==> config.mk <==
export PLATFORM = sky130hd
export DESIGN_NAME = tensor_core_burst_controller
export DESIGN_NICKNAME = d
export VERILOG_FILES = /design/src/rtl/tensor_core_pkg.sv /design/src/rtl/tensor_core_mac3.sv /design/src/rtl/tensor_core_burst_controller.sv
export SDC_FILE = /design/constraint.sdc
export NUM_CORES = 2
export LEC_CHECK = 0
export BUFFER_PORTS_ARGS = -buffer_cell sky130_fd_sc_hd__buf_4
export CORE_ASPECT_RATIO = 1.1
export CORE_MARGIN = 4
export CORE_UTILIZATION = 31
export CTS_CLUSTER_SIZE = 10
export DETAILED_ROUTE_END_ITERATION = 8
export GPL_TIMING_DRIVEN = 0
export PLACE_DENSITY = 0.46
export RECOVER_POWER = 25
export SLEW_MARGIN = 20
export SYNTH_ARGS = -nofsm -noshare
export SYNTH_HDL_FRONTEND = slang
export SYNTH_SLANG_ARGS = --single-unit
==> constraint.sdc <==
create_clock -name clock_in -period 14 [get_ports clock_in]
set_input_delay 2.8 -clock clock_in [delete_from_list [all_inputs] [get_ports clock_in]]
set_output_delay 2.8 -clock clock_in [all_outputs]
set_load 0.03 [all_outputs]
==> src/rtl/tensor_core_pkg.sv <==
// -----------------------------------------------------------------------------
// tensor_core_pkg
//   Definitions shared by the tensor core burst controller and the memory
//   controller that feeds it: instruction opcodes, burst select codes, the
//   controller state encoding, the register-file geometry and an address
//   wrap helper.
// -----------------------------------------------------------------------------
package tensor_core_pkg;

    // Instruction opcodes, decoded from instr_in[1:0] while idle.
    localparam logic [1:0] OP_NOP     = 2'b00;
    localparam logic [1:0] OP_OPERATE = 2'b01;
    localparam logic [1:0] OP_BURST   = 2'b10;
    localparam logic [1:0] OP_RESET   = 2'b11;

    // Burst direction, decoded from header bits [3:2].
    localparam logic [1:0] SEL_READ  = 2'b00;
    localparam logic [1:0] SEL_WRITE = 2'b01;

    // Register file: three row-major 3x3 matrices of signed bytes.
    localparam int REG_COUNT = 27;
    localparam int A_BASE    = 0;
    localparam int B_BASE    = 9;
    localparam int C_BASE    = 18;

    typedef enum logic [1:0] {
        ST_IDLE        = 2'd0,
        ST_BURST_WRITE = 2'd1,
        ST_BURST_READ  = 2'd2,
        ST_COMPUTE     = 2'd3
    } tc_state_t;

    // Reduce an address that may have stepped past the top of the register
    // file (at most by 2) back into 0..REG_COUNT-1.
    function automatic logic [4:0] addr_wrap(input logic [5:0] addr);
        logic [4:0] wrapped;
        if (addr >= 6'(REG_COUNT)) begin
            wrapped = 5'(addr - 6'(REG_COUNT));
        end else begin
            wrapped = addr[4:0];
        end
        return wrapped;
    endfunction

endpackage

==> src/rtl/tensor_core_mac3.sv <==
// -----------------------------------------------------------------------------
// tensor_core_mac3
//   Combinational 3-term signed dot product a0*b0 + a1*b1 + a2*b2, evaluated
//   at ACC_WIDTH bits and saturated to the signed byte range [-128, 127].
//
// Ports
//   a0..a2  in   DATA_WIDTH  signed row operands
//   b0..b2  in   DATA_WIDTH  signed column operands
//   result  out  8           saturated signed byte
// -----------------------------------------------------------------------------
module tensor_core_mac3 #(
    parameter int DATA_WIDTH = 8,
    parameter int ACC_WIDTH  = 20
) (
    input  logic [DATA_WIDTH-1:0] a0,
    input  logic [DATA_WIDTH-1:0] a1,
    input  logic [DATA_WIDTH-1:0] a2,
    input  logic [DATA_WIDTH-1:0] b0,
    input  logic [DATA_WIDTH-1:0] b1,
    input  logic [DATA_WIDTH-1:0] b2,
    output logic [7:0]            result
);

    localparam logic signed [ACC_WIDTH-1:0] SAT_MAX = ACC_WIDTH'(127);
    localparam logic signed [ACC_WIDTH-1:0] SAT_MIN = ACC_WIDTH'(-128);

    logic signed [ACC_WIDTH-1:0] prod0;
    logic signed [ACC_WIDTH-1:0] prod1;
    logic signed [ACC_WIDTH-1:0] prod2;
    logic signed [ACC_WIDTH-1:0] sum;

    always_comb begin
        // Operands are sign-extended to the accumulator width before the
        // multiply so the product is not truncated to DATA_WIDTH bits.
        prod0 = ACC_WIDTH'($signed(a0)) * ACC_WIDTH'($signed(b0));
        prod1 = ACC_WIDTH'($signed(a1)) * ACC_WIDTH'($signed(b1));
        prod2 = ACC_WIDTH'($signed(a2)) * ACC_WIDTH'($signed(b2));
        sum   = prod0 + prod1 + prod2;

        if (sum > SAT_MAX) begin
            result = 8'h7F;
        end else if (sum < SAT_MIN) begin
            result = 8'h80;
        end else begin
            result = sum[7:0];
        end
    end

endmodule

==> src/rtl/tensor_core_burst_controller.sv <==
// -----------------------------------------------------------------------------
// tensor_core_burst_controller
//   Holds three 3x3 signed byte matrices (A at 0-8, B at 9-17, C at 18-26).
//   Accepts instructions from the memory controller: burst write/read of the
//   register file, a matrix multiply C = sat8(A x B) computed one element per
//   cycle, and a soft reset that clears the register file and error flag.
//
// Ports
//   clock_in                 in   1   clock, rising edge
//   reset_n_in               in   1   asynchronous active-low reset
//   instr_in                 in   16  instruction / burst data word
//   instr_valid_in           in   1   instr_in is sampled this edge
//   controller_output        out  8   read-back byte, 0 when not valid
//   controller_output_valid  out  1   controller_output carries a read byte
//   busy_out                 out  1   high in every state except IDLE
//   done_out                 out  1   one-cycle pulse after a compute
//   error_out                out  1   sticky protocol-error flag
//   state_dbg                out  2   current FSM state (tc_state_t encoding)
//
// Input protocol: instr_valid_in qualifies instr_in on every rising edge.
// There is no back-pressure; the controller never stalls its source. Words
// that arrive while a read burst or a compute is running are dropped, and a
// dropped word that is nonzero raises error_out.
// -----------------------------------------------------------------------------
module tensor_core_burst_controller
    import tensor_core_pkg::*;
#(
    parameter int DATA_WIDTH = 8,
    parameter int ACC_WIDTH  = 20
) (
    input  logic        clock_in,
    input  logic        reset_n_in,
    input  logic [15:0] instr_in,
    input  logic        instr_valid_in,
    output logic [7:0]  controller_output,
    output logic        controller_output_valid,
    output logic        busy_out,
    output logic        done_out,
    output logic        error_out,
    output logic [1:0]  state_dbg
);

    tc_state_t  state_q;
    tc_state_t  state_d;

    logic [7:0] regs [REG_COUNT];
    logic [4:0] addr_q;
    logic [4:0] cnt_q;
    logic [1:0] row_q;
    logic [1:0] col_q;

    // Instruction / burst header fields.
    logic [1:0] opcode;
    logic [1:0] hdr_sel;
    logic [4:0] hdr_start;
    logic [4:0] hdr_cnt;
    logic       hdr_bad;
    logic       err_set;
    logic       compute_last;

    // Matrix-multiply operand addressing for the current C element.
    logic [4:0] row_x3;
    logic [4:0] a_idx0;
    logic [4:0] a_idx1;
    logic [4:0] a_idx2;
    logic [4:0] b_idx0;
    logic [4:0] b_idx1;
    logic [4:0] b_idx2;
    logic [4:0] c_idx;
    logic [7:0] mac_result;

    assign opcode    = instr_in[1:0];
    assign hdr_sel   = instr_in[3:2];
    assign hdr_start = instr_in[8:4];
    assign hdr_cnt   = instr_in[13:9];
    assign hdr_bad   = ((hdr_sel != SEL_READ) && (hdr_sel != SEL_WRITE)) ||
                       (hdr_start > 5'(REG_COUNT - 1));

    assign compute_last = (row_q == 2'd2) && (col_q == 2'd2);

    // A bad header in IDLE, or any nonzero word that is dropped because the
    // controller is reading out or computing, flags a protocol error.
    always_comb begin
        err_set = 1'b0;
        if (instr_valid_in) begin
            if ((state_q == ST_IDLE) && (opcode == OP_BURST) && hdr_bad) begin
                err_set = 1'b1;
            end
            if (((state_q == ST_BURST_READ) || (state_q == ST_COMPUTE)) &&
                (instr_in != 16'h0000)) begin
                err_set = 1'b1;
            end
        end
    end

    // ---------------------------------------------------------------- FSM
    always_ff @(posedge clock_in or negedge reset_n_in) begin
        if (!reset_n_in) begin
            state_q <= ST_IDLE;
        end else begin
            state_q <= state_d;
        end
    end

    always_comb begin
        state_d = state_q;
        case (state_q)
            ST_IDLE: begin
                if (instr_valid_in) begin
                    if (opcode == OP_OPERATE) begin
                        state_d = ST_COMPUTE;
                    end else if ((opcode == OP_BURST) && !hdr_bad &&
                                 (hdr_cnt != 5'd0)) begin
                        state_d = (hdr_sel == SEL_WRITE) ? ST_BURST_WRITE
                                                         : ST_BURST_READ;
                    end
                end
            end
            ST_BURST_WRITE: begin
                // Waits for data indefinitely; only valid words count.
                if (instr_valid_in && (cnt_q == 5'd1)) begin
                    state_d = ST_IDLE;
                end
            end
            ST_BURST_READ: begin
                if (cnt_q == 5'd1) begin
                    state_d = ST_IDLE;
                end
            end
            ST_COMPUTE: begin
                if (compute_last) begin
                    state_d = ST_IDLE;
                end
            end
            default: state_d = ST_IDLE;
        endcase
    end

    assign busy_out  = (state_q != ST_IDLE);
    assign state_dbg = state_q;

    // ------------------------------------------------------ MAC addressing
    always_comb begin
        row_x3 = 5'({row_q, 1'b0}) + 5'(row_q);
        a_idx0 = 5'(A_BASE) + row_x3;
        a_idx1 = a_idx0 + 5'd1;
        a_idx2 = a_idx0 + 5'd2;
        b_idx0 = 5'(B_BASE) + 5'(col_q);
        b_idx1 = b_idx0 + 5'd3;
        b_idx2 = b_idx0 + 5'd6;
        c_idx  = 5'(C_BASE) + row_x3 + 5'(col_q);
    end

    tensor_core_mac3 #(
        .DATA_WIDTH (DATA_WIDTH),
        .ACC_WIDTH  (ACC_WIDTH)
    ) u_mac3 (
        .a0     (DATA_WIDTH'($signed(regs[a_idx0]))),
        .a1     (DATA_WIDTH'($signed(regs[a_idx1]))),
        .a2     (DATA_WIDTH'($signed(regs[a_idx2]))),
        .b0     (DATA_WIDTH'($signed(regs[b_idx0]))),
        .b1     (DATA_WIDTH'($signed(regs[b_idx1]))),
        .b2     (DATA_WIDTH'($signed(regs[b_idx2]))),
        .result (mac_result)
    );

    // ------------------------------------------------------------ datapath
    always_ff @(posedge clock_in or negedge reset_n_in) begin
        if (!reset_n_in) begin
            for (int i = 0; i < REG_COUNT; i++) begin
                regs[i] <= 8'h00;
            end
            addr_q                  <= 5'd0;
            cnt_q                   <= 5'd0;
            row_q                   <= 2'd0;
            col_q                   <= 2'd0;
            controller_output       <= 8'h00;
            controller_output_valid <= 1'b0;
            done_out                <= 1'b0;
            error_out               <= 1'b0;
        end else begin
            // Read-back byte and done are single-cycle unless re-asserted.
            controller_output       <= 8'h00;
            controller_output_valid <= 1'b0;
            done_out                <= 1'b0;

            if (err_set) begin
                error_out <= 1'b1;
            end

            case (state_q)
                ST_IDLE: begin
                    if (instr_valid_in) begin
                        case (opcode)
                            OP_OPERATE: begin
                                row_q <= 2'd0;
                                col_q <= 2'd0;
                            end
                            OP_BURST: begin
                                addr_q <= hdr_start;
                                cnt_q  <= hdr_cnt;
                            end
                            OP_RESET: begin
                                for (int i = 0; i < REG_COUNT; i++) begin
                                    regs[i] <= 8'h00;
                                end
                                error_out <= 1'b0;
                            end
                            default: ;
                        endcase
                    end
                end
                ST_BURST_WRITE: begin
                    if (instr_valid_in) begin
                        regs[addr_q]                          <= instr_in[15:8];
                        regs[addr_wrap({1'b0, addr_q} + 6'd1)] <= instr_in[7:0];
                        addr_q <= addr_wrap({1'b0, addr_q} + 6'd2);
                        cnt_q  <= cnt_q - 5'd1;
                    end
                end
                ST_BURST_READ: begin
                    controller_output       <= regs[addr_q];
                    controller_output_valid <= 1'b1;
                    addr_q <= addr_wrap({1'b0, addr_q} + 6'd1);
                    cnt_q  <= cnt_q - 5'd1;
                end
                ST_COMPUTE: begin
                    regs[c_idx] <= mac_result;
                    if (col_q == 2'd2) begin
                        col_q <= 2'd0;
                        row_q <= compute_last ? 2'd0 : row_q + 2'd1;
                    end else begin
                        col_q <= col_q + 2'd1;
                    end
                    if (compute_last) begin
                        done_out <= 1'b1;
                    end
                end
                default: ;
            endcase
        end
    end

endmodule
======== Word-level counts from Yosys, hierarchy flattened ========
Index checks and enable logic that the tools add are counted.
Widths: inputs -> output; s select.
word-level totals
  output and inout port bits .............. 14
  word-level logic and storage cells ...... 204
  flip-flop bits (word level) ............. 243
cells by class
  magnitude comparators ................... 17
  bitwise gates (word level) .............. 9
  add/subtract/negate cells ............... 17
  equality and inequality tests ........... 21
  muxes and demuxes ....................... 74
  multipliers ............................. 3
  reductions and logical operators ........ 27
operators by type and width
  kind                 number
  $bwmux 216           3
  $mux 216             3
  $pmux 216 s3         1
  $bmux 8 s5           7
  $mux 8               20
  $demux 8 s5          3
  $ge 6x6->1 const B   9
  $mux 5               10
  $mul 8x8->16         3
  $not 5->6            8
  $add 20x20->20       2
  $pmux 5 s3           2
  $mux 2               12
  $gt 20x8->1 const B  1
  $lt 20x8->1 const B  1
  $lt 6x1->1 const B   3
  $reduce_bool 16->1   1
  $eq 2x2->1 const B   6
  $ge 6x5->1 const B   2
  $ne 2x1->1 const B   6
  $reduce_and 4->1     3
  $logic_and 1x1->1    11
  $mux 1               10
  $sub 5x5->5 const B  2
  other kinds (28)     39

======== Depth between registers and ports, before layout ========
  depth after elaboration ................. 14
  mapped depth ............................ 43
  depth with buffers taken out ............ 38

======== Hierarchy ========
Synthesis repeated with hierarchy kept, for this count alone.
unflattened totals
  cells, all modules ...................... 3148
  area, all modules ....................... 31223.7 um^2
by module, submodules not included
  module                        cells an instance  area an instance (um^2)  times used
  tensor_core_burst_controller  2275               22848.2                  1
  tensor_core_mac3              873                8375.5                   1

======== Least setup slack after synthesis ========
Ideal clock, no wire load.
  kind .................................... reg2reg
  from .................................... register row_q[0]
  to ...................................... register regs[198] (netlist bit)
  setup slack ............................. 3.383 ns
  cell stages (with the launch flop) ...... 41
  arrival ................................. 10.540 ns
  cells stage by stage .................... dfrtp_1 -> clkbuf_1 -> buf_2 -> clkbuf_1 -> buf_1 -> inv_1 -> ha_1 -> xnor2_1 -> clkbuf_1 -> nor3_1 -> a21oi_1 -> nor2_1 -> a21oi_1 -> nor2b_1 -> fa_1 -> inv_1 -> fa_1 -> inv_1 -> [... 5 more ...] -> nor2b_1 -> o21a_1 -> o311a_1 -> nor2_1 -> a21oi_1 -> xnor2_1 -> fa_1 -> inv_1 -> ha_1 -> or3b_1 -> a21o_1 -> a21oi_2 -> nand4_1 -> or4b_4 -> o41ai_4 -> a31oi_4 -> buf_6 -> o21bai_2
between the ends
  word-level cells in the longest chain between the ends .. 14
  elaborated cells between the ends (all ways) .. 34
RTL lines
  element                                    line                                 text
  from (decl)                                tensor_core_burst_controller.sv:49   logic [1:0] row_q;
  from (signal assigned)                     tensor_core_burst_controller.sv:231  row_q <= compute_last ? 2'd0 : row_q + 2'd1;
  $add 3x2->4 (*)                            tensor_core_burst_controller.sv:144  row_x3 = 5'({row_q, 1'b0}) + 5'(row_q);
  $add 4x1->5                                tensor_core_burst_controller.sv:146  a_idx1 = a_idx0 + 5'd1;
  $not 5->6 (not written as such)            tensor_core_burst_controller.sv:159  .a1 (DATA_WIDTH'($signed(regs[a_idx1]))),
  $bmux 8 s5                                 tensor_core_burst_controller.sv:159
  $mux 8 (not written as such) (2 in a row)  tensor_core_burst_controller.sv:159
  $mul 8x8->16                               tensor_core_mac3.sv:36               prod1 = ACC_WIDTH'($signed(a1)) * ACC_WIDTH'($signed(b1));
  $add 20x20->20 (2 in a row)                tensor_core_mac3.sv:38               sum = prod0 + prod1 + prod2;
  $lt 20x8->1                                tensor_core_mac3.sv:42               end else if (sum < SAT_MIN) begin
  $mux 8                                     tensor_core_mac3.sv:42
  $mux 8                                     tensor_core_mac3.sv:40               if (sum > SAT_MAX) begin
  $bwmux 216 (*)                             tensor_core_burst_controller.sv:228  regs[c_idx] <= mac_result;
  $pmux 216 s3 (*)                           tensor_core_burst_controller.sv:191  case (state_q)
  to (signal, indexed assignment)            tensor_core_burst_controller.sv:215  regs[addr_q] <= instr_in[15:8];
  to (signal, indexed assignment)            tensor_core_burst_controller.sv:216  regs[addr_wrap({1'b0, addr_q} + 6'd1)] <= instr_in[7:0];
  to (signal, indexed assignment)            tensor_core_burst_controller.sv:228
  to (decl)                                  tensor_core_burst_controller.sv:46   logic [7:0] regs [REG_COUNT];
Mark *: on every way between the ends. The rest lies on a longest branch, timed or not. The select of a mux whose other input is x is not followed.
A chain may end at the register's enable or synchronous reset.

======== Worst setup path after layout ========
  from .................................... register col_q[0]
  to ...................................... register regs[192] (netlist bit)
between the ends
  word-level cells in the longest chain between the ends .. 14
  elaborated cells between the ends (all ways) .. 33
RTL lines
  element                                    line                                 text
  from (decl)                                tensor_core_burst_controller.sv:50   logic [1:0] col_q;
  from (signal assigned)                     tensor_core_burst_controller.sv:233  col_q <= col_q + 2'd1;
  $add 4x2->5                                tensor_core_burst_controller.sv:148  b_idx0 = 5'(B_BASE) + 5'(col_q);
  $add 5x2->5                                tensor_core_burst_controller.sv:149  b_idx1 = b_idx0 + 5'd3;
  $not 5->6 (not written as such)            tensor_core_burst_controller.sv:162  .b1 (DATA_WIDTH'($signed(regs[b_idx1]))),
  $bmux 8 s5                                 tensor_core_burst_controller.sv:162
  $mux 8 (not written as such) (2 in a row)  tensor_core_burst_controller.sv:162
  $mul 8x8->16                               tensor_core_mac3.sv:36
  $add 20x20->20 (2 in a row)                tensor_core_mac3.sv:38
  $lt 20x8->1                                tensor_core_mac3.sv:42
  $mux 8                                     tensor_core_mac3.sv:42
  $mux 8                                     tensor_core_mac3.sv:40
  $bwmux 216 (*)                             tensor_core_burst_controller.sv:228
  $pmux 216 s3 (*)                           tensor_core_burst_controller.sv:191
Marked as above.

==> flow_summary.yaml <==
synth:
  netlist.area_leader.share_pct: 18.4
  syn-num-nets: 3998
  syn_inst: 3666
  synth_seq_cells: 243
  yosysSeqAreaShare_pct: 18.4
  avgSynthCellArea_um2: 8.99
  synth_top_cell_by_area: "dfrtp_1"
  ys_types: 97
  synthesis.area_um2: 33000
  synth_area_leaders: "dfrtp_1 (18%), mux4_2 (13%), fa_1 (11%)"
  yosys_warnings: 0
  synth_ff_type: "dfrtp_1"
  synthArstFlopShare_pct: 100
  synth_edf_count: 0
detailed_routing:
  drc: 0
  drt_iter0_drc: 4620
  wire_per_inst_um: 34.1
  first_pass_iters: 7
  vias: 32874
  vias_per_cell: 6.37
  wl_um: 176000
  ant_nets: 0
clocking:
  cts_buffer_depth: 3
  cts_hold_buf: 0
  cts.sink_count: 243
  cts_tree: "yes"
  root_buffer: "clkbuf_16"
  clock_latency_ps: 640
  path_clk_slew_ps: 60
  cts_max_level: 1
  cts_made_buffers: 31
place:
  post-place-ws_ps: -47.1
  dp_hpwl_um: 135000
  dp_cells: 5098
  gp_congestion: 1.03
  dpl-instance-area_um2: 35100
  numPortBuffers: 30
worst_setup_path:
  rr_worst_depth: 38
  cp_slowest_cell: "ha_1"
  critical_path_class: "reg -> reg"
  cp_data_required_time_ps: 14460
  cp.arrival_ps: 13780
  startpoint_type: "register"
  cp_num_cells: 38
  crit_buf_inv: 10
  path_delay_family: "adder cells"
  cp_slowest_stage_delay_ps: 850
  end_kind: "register"
  worst-path-max-fanout: 12
pwr:
  p_int_w: 0.00222
  p_sw_share_pct: 58.2
  pwr-share-comb_pct: 64.6
  p_leak_nw: 14.0
  seq_power_share_pct: 20.1
  vdd_drop_max_mv: 0.0908
  clkPwrFrac_pct: 15.3
  p_sw_w: 0.00309
  total_power_w: 0.00530
  power_density_nw_per_um2: 147
layout:
  fin_nets: 4071
  layout_common_cells: "nor2_1 (368), nand2_1 (295), inv_1 (293)"
  stdcell_count: 5159
  design_area_um2: 36200
  final_common_cell: "nor2_1"
  drive_gt1_share_pct: 12.8
  fillCellCount: 11006
  regArea_um2: 6080
  syn2layout_area_growth_pct: 9.67
  multi_input_area_um2: 24700
floorplanning:
  die_y_um: 350
  die-area_um2: 112000
  die_w_um: 319
  core_um2: 106000
  rows: 125
  ios: 33
  initial_utilization_pct: 31.2
timing:
  timing.fmax_mhz: 75.1
  finalCriticalPeriod_ps: 13320
  setup_viol_count_final: 0
  rsz0062_at_grt: "no"
  finalCritPeriodShare_pct: 95.1
  setup_slack_ps: 684
  clock_skew_ps: 42.6
  hold_viol_final: 0
  relSlewSlack_pct: -233
  worst_pin_slew_ps: 5000
  drv_slew: 157
  fin_hold_ws_ps: 582
run:
  cap_violations: 2
global_route:
  track_usage_pct: 30.4
  grt_pass1_wl_um: 246000
  grt_max_degree: 90
  antenna_found_initial: 3
  grt_overflow: 0
  grt_pass1_vias: 32121
min_path:
  hold_class: "reg -> reg"
  whs_path_depth: 2
outcome:
  status: "finished with violations"
  violations: "max-capacitance violations, max-slew violations"
worst min-delay path: cells and delay by family (launching register included):
kind / cells / cell delay, ps
compound gates: 1 / 120
flops: 1 / 360
simple gates: 1 / 50
worst paths after layout:
kind	startpoint	endpoint	slack, ps
setup / recovery	col_q[0]	regs[192]	680
hold / removal	cnt_q[1]	cnt_q[1]	580
hold reg to reg	cnt_q[1]	cnt_q[1]	580
min in group asynchronous	reset_n_in	regs[42]	3920
max in group asynchronous	reset_n_in	regs[209]	3780
setup reg to reg	col_q[0]	regs[192]	680
synth_stat cells (21+ instances only):
| master | count |
|---|---|
| o21ai_2 | 25 |
| a211oi_1 | 29 |
| o211ai_1 | 35 |
| buf_1 | 43 |
| clkbuf_1 | 194 |
| o21bai_1 | 29 |
| a221oi_1 | 166 |
| dfrtp_1 | 243 |
| xnor2_1 | 46 |
| fa_1 | 184 |
| nand3_1 | 68 |
| nand2b_1 | 29 |
| nand2_1 | 295 |
| mux2i_1 | 259 |
| a21oi_1 | 139 |
| o21ai_0 | 140 |
| o21ai_1 | 137 |
| or2_2 | 28 |
| a32oi_1 | 21 |
| inv_1 | 293 |
| mux4_2 | 193 |
| a221o_1 | 31 |
| mux2_2 | 49 |
| and2_1 | 51 |
| ha_1 | 129 |
| nor2_1 | 370 |
| nor2b_1 | 36 |
| nor3_1 | 127 |
routing by layer:
metal | vias up | share of wire (%) | global-route usage [%]
li1 | 13599 | - | -
met1 | 16237 | 38 | 38.5
met2 | 2353 | 42 | 45.7
met3 | 681 | 11 | 7.45
met4 | 4 | 9.2 | 21.6
met5 | - | 0.018 | 0
timing repair:
item	4_1_cts	5_1_grt
setup endpoints to repair	53	189
endpoints found under the hold margin	0	0
buffers inserted	0	7
gates resized for setup	1	22
registers in the layout (all words and copies together) (netlist names):
name                     cells
done_out                     1
row_q                        2
controller_output_valid      1
addr_q                       5
error_out                    1
cnt_q                        5
controller_output            8
state_dbg                    2
col_q                        2
regs                       216
power groups by stage:
| stage | clock [W] | combinational [W] | sequential (W) |
|---|---|---|---|
| CTS | 0.000814 | 0.00327 | 0.00103 |
| finish | 0.000813 | 0.00343 | 0.00106 |
| global placement | 0 | 0.00327 | 0.00105 |
| detailed placement | 0 | 0.00326 | 0.00105 |
| floorplan | 0 | 0.00204 | 0.000910 |
| global route | 0.000840 | 0.00354 | 0.00105 |
cell families after synthesis:
group                    synth area share (%)
multiplexers                             22.7
buffers and inverters                    6.96
AO/OA/AOI/OAI                            19.4
flip-flops                               18.4
adder cells (fa/ha/maj)                  16.1
AND/OR/NAND/NOR                          14.6
XOR/XNOR                                 1.77
through the flow:
| step | utilization (%) | setup TNS (ps) |
|---|---|---|
| 3_5_place_dp | 33.2 | -734 |
| 5_1_grt | 34.2 | 0 |
| 6_report | 34.2 | 0 |
| 2_1_floorplan | - | 0 |
| 3_3_place_gp | 33.1 | -16520 |
| 4_1_cts | 34.1 | 0 |
final cells by class:
class | count | area share, %
Sequential cell | 243 | 16.8
Tap cell | 1397 | 4.83
Buffer | 270 | 3.34
Timing Repair Buffer | 42 | 1.04
Clock inverter | 4 | 0.125
Antenna cell | 5 | 0.0346
Clock buffer | 47 | 2.53
Inverter | 297 | 3.08
Multi-Input combinational cell | 2854 | 68.2
(Power assumes the default switching activity.)
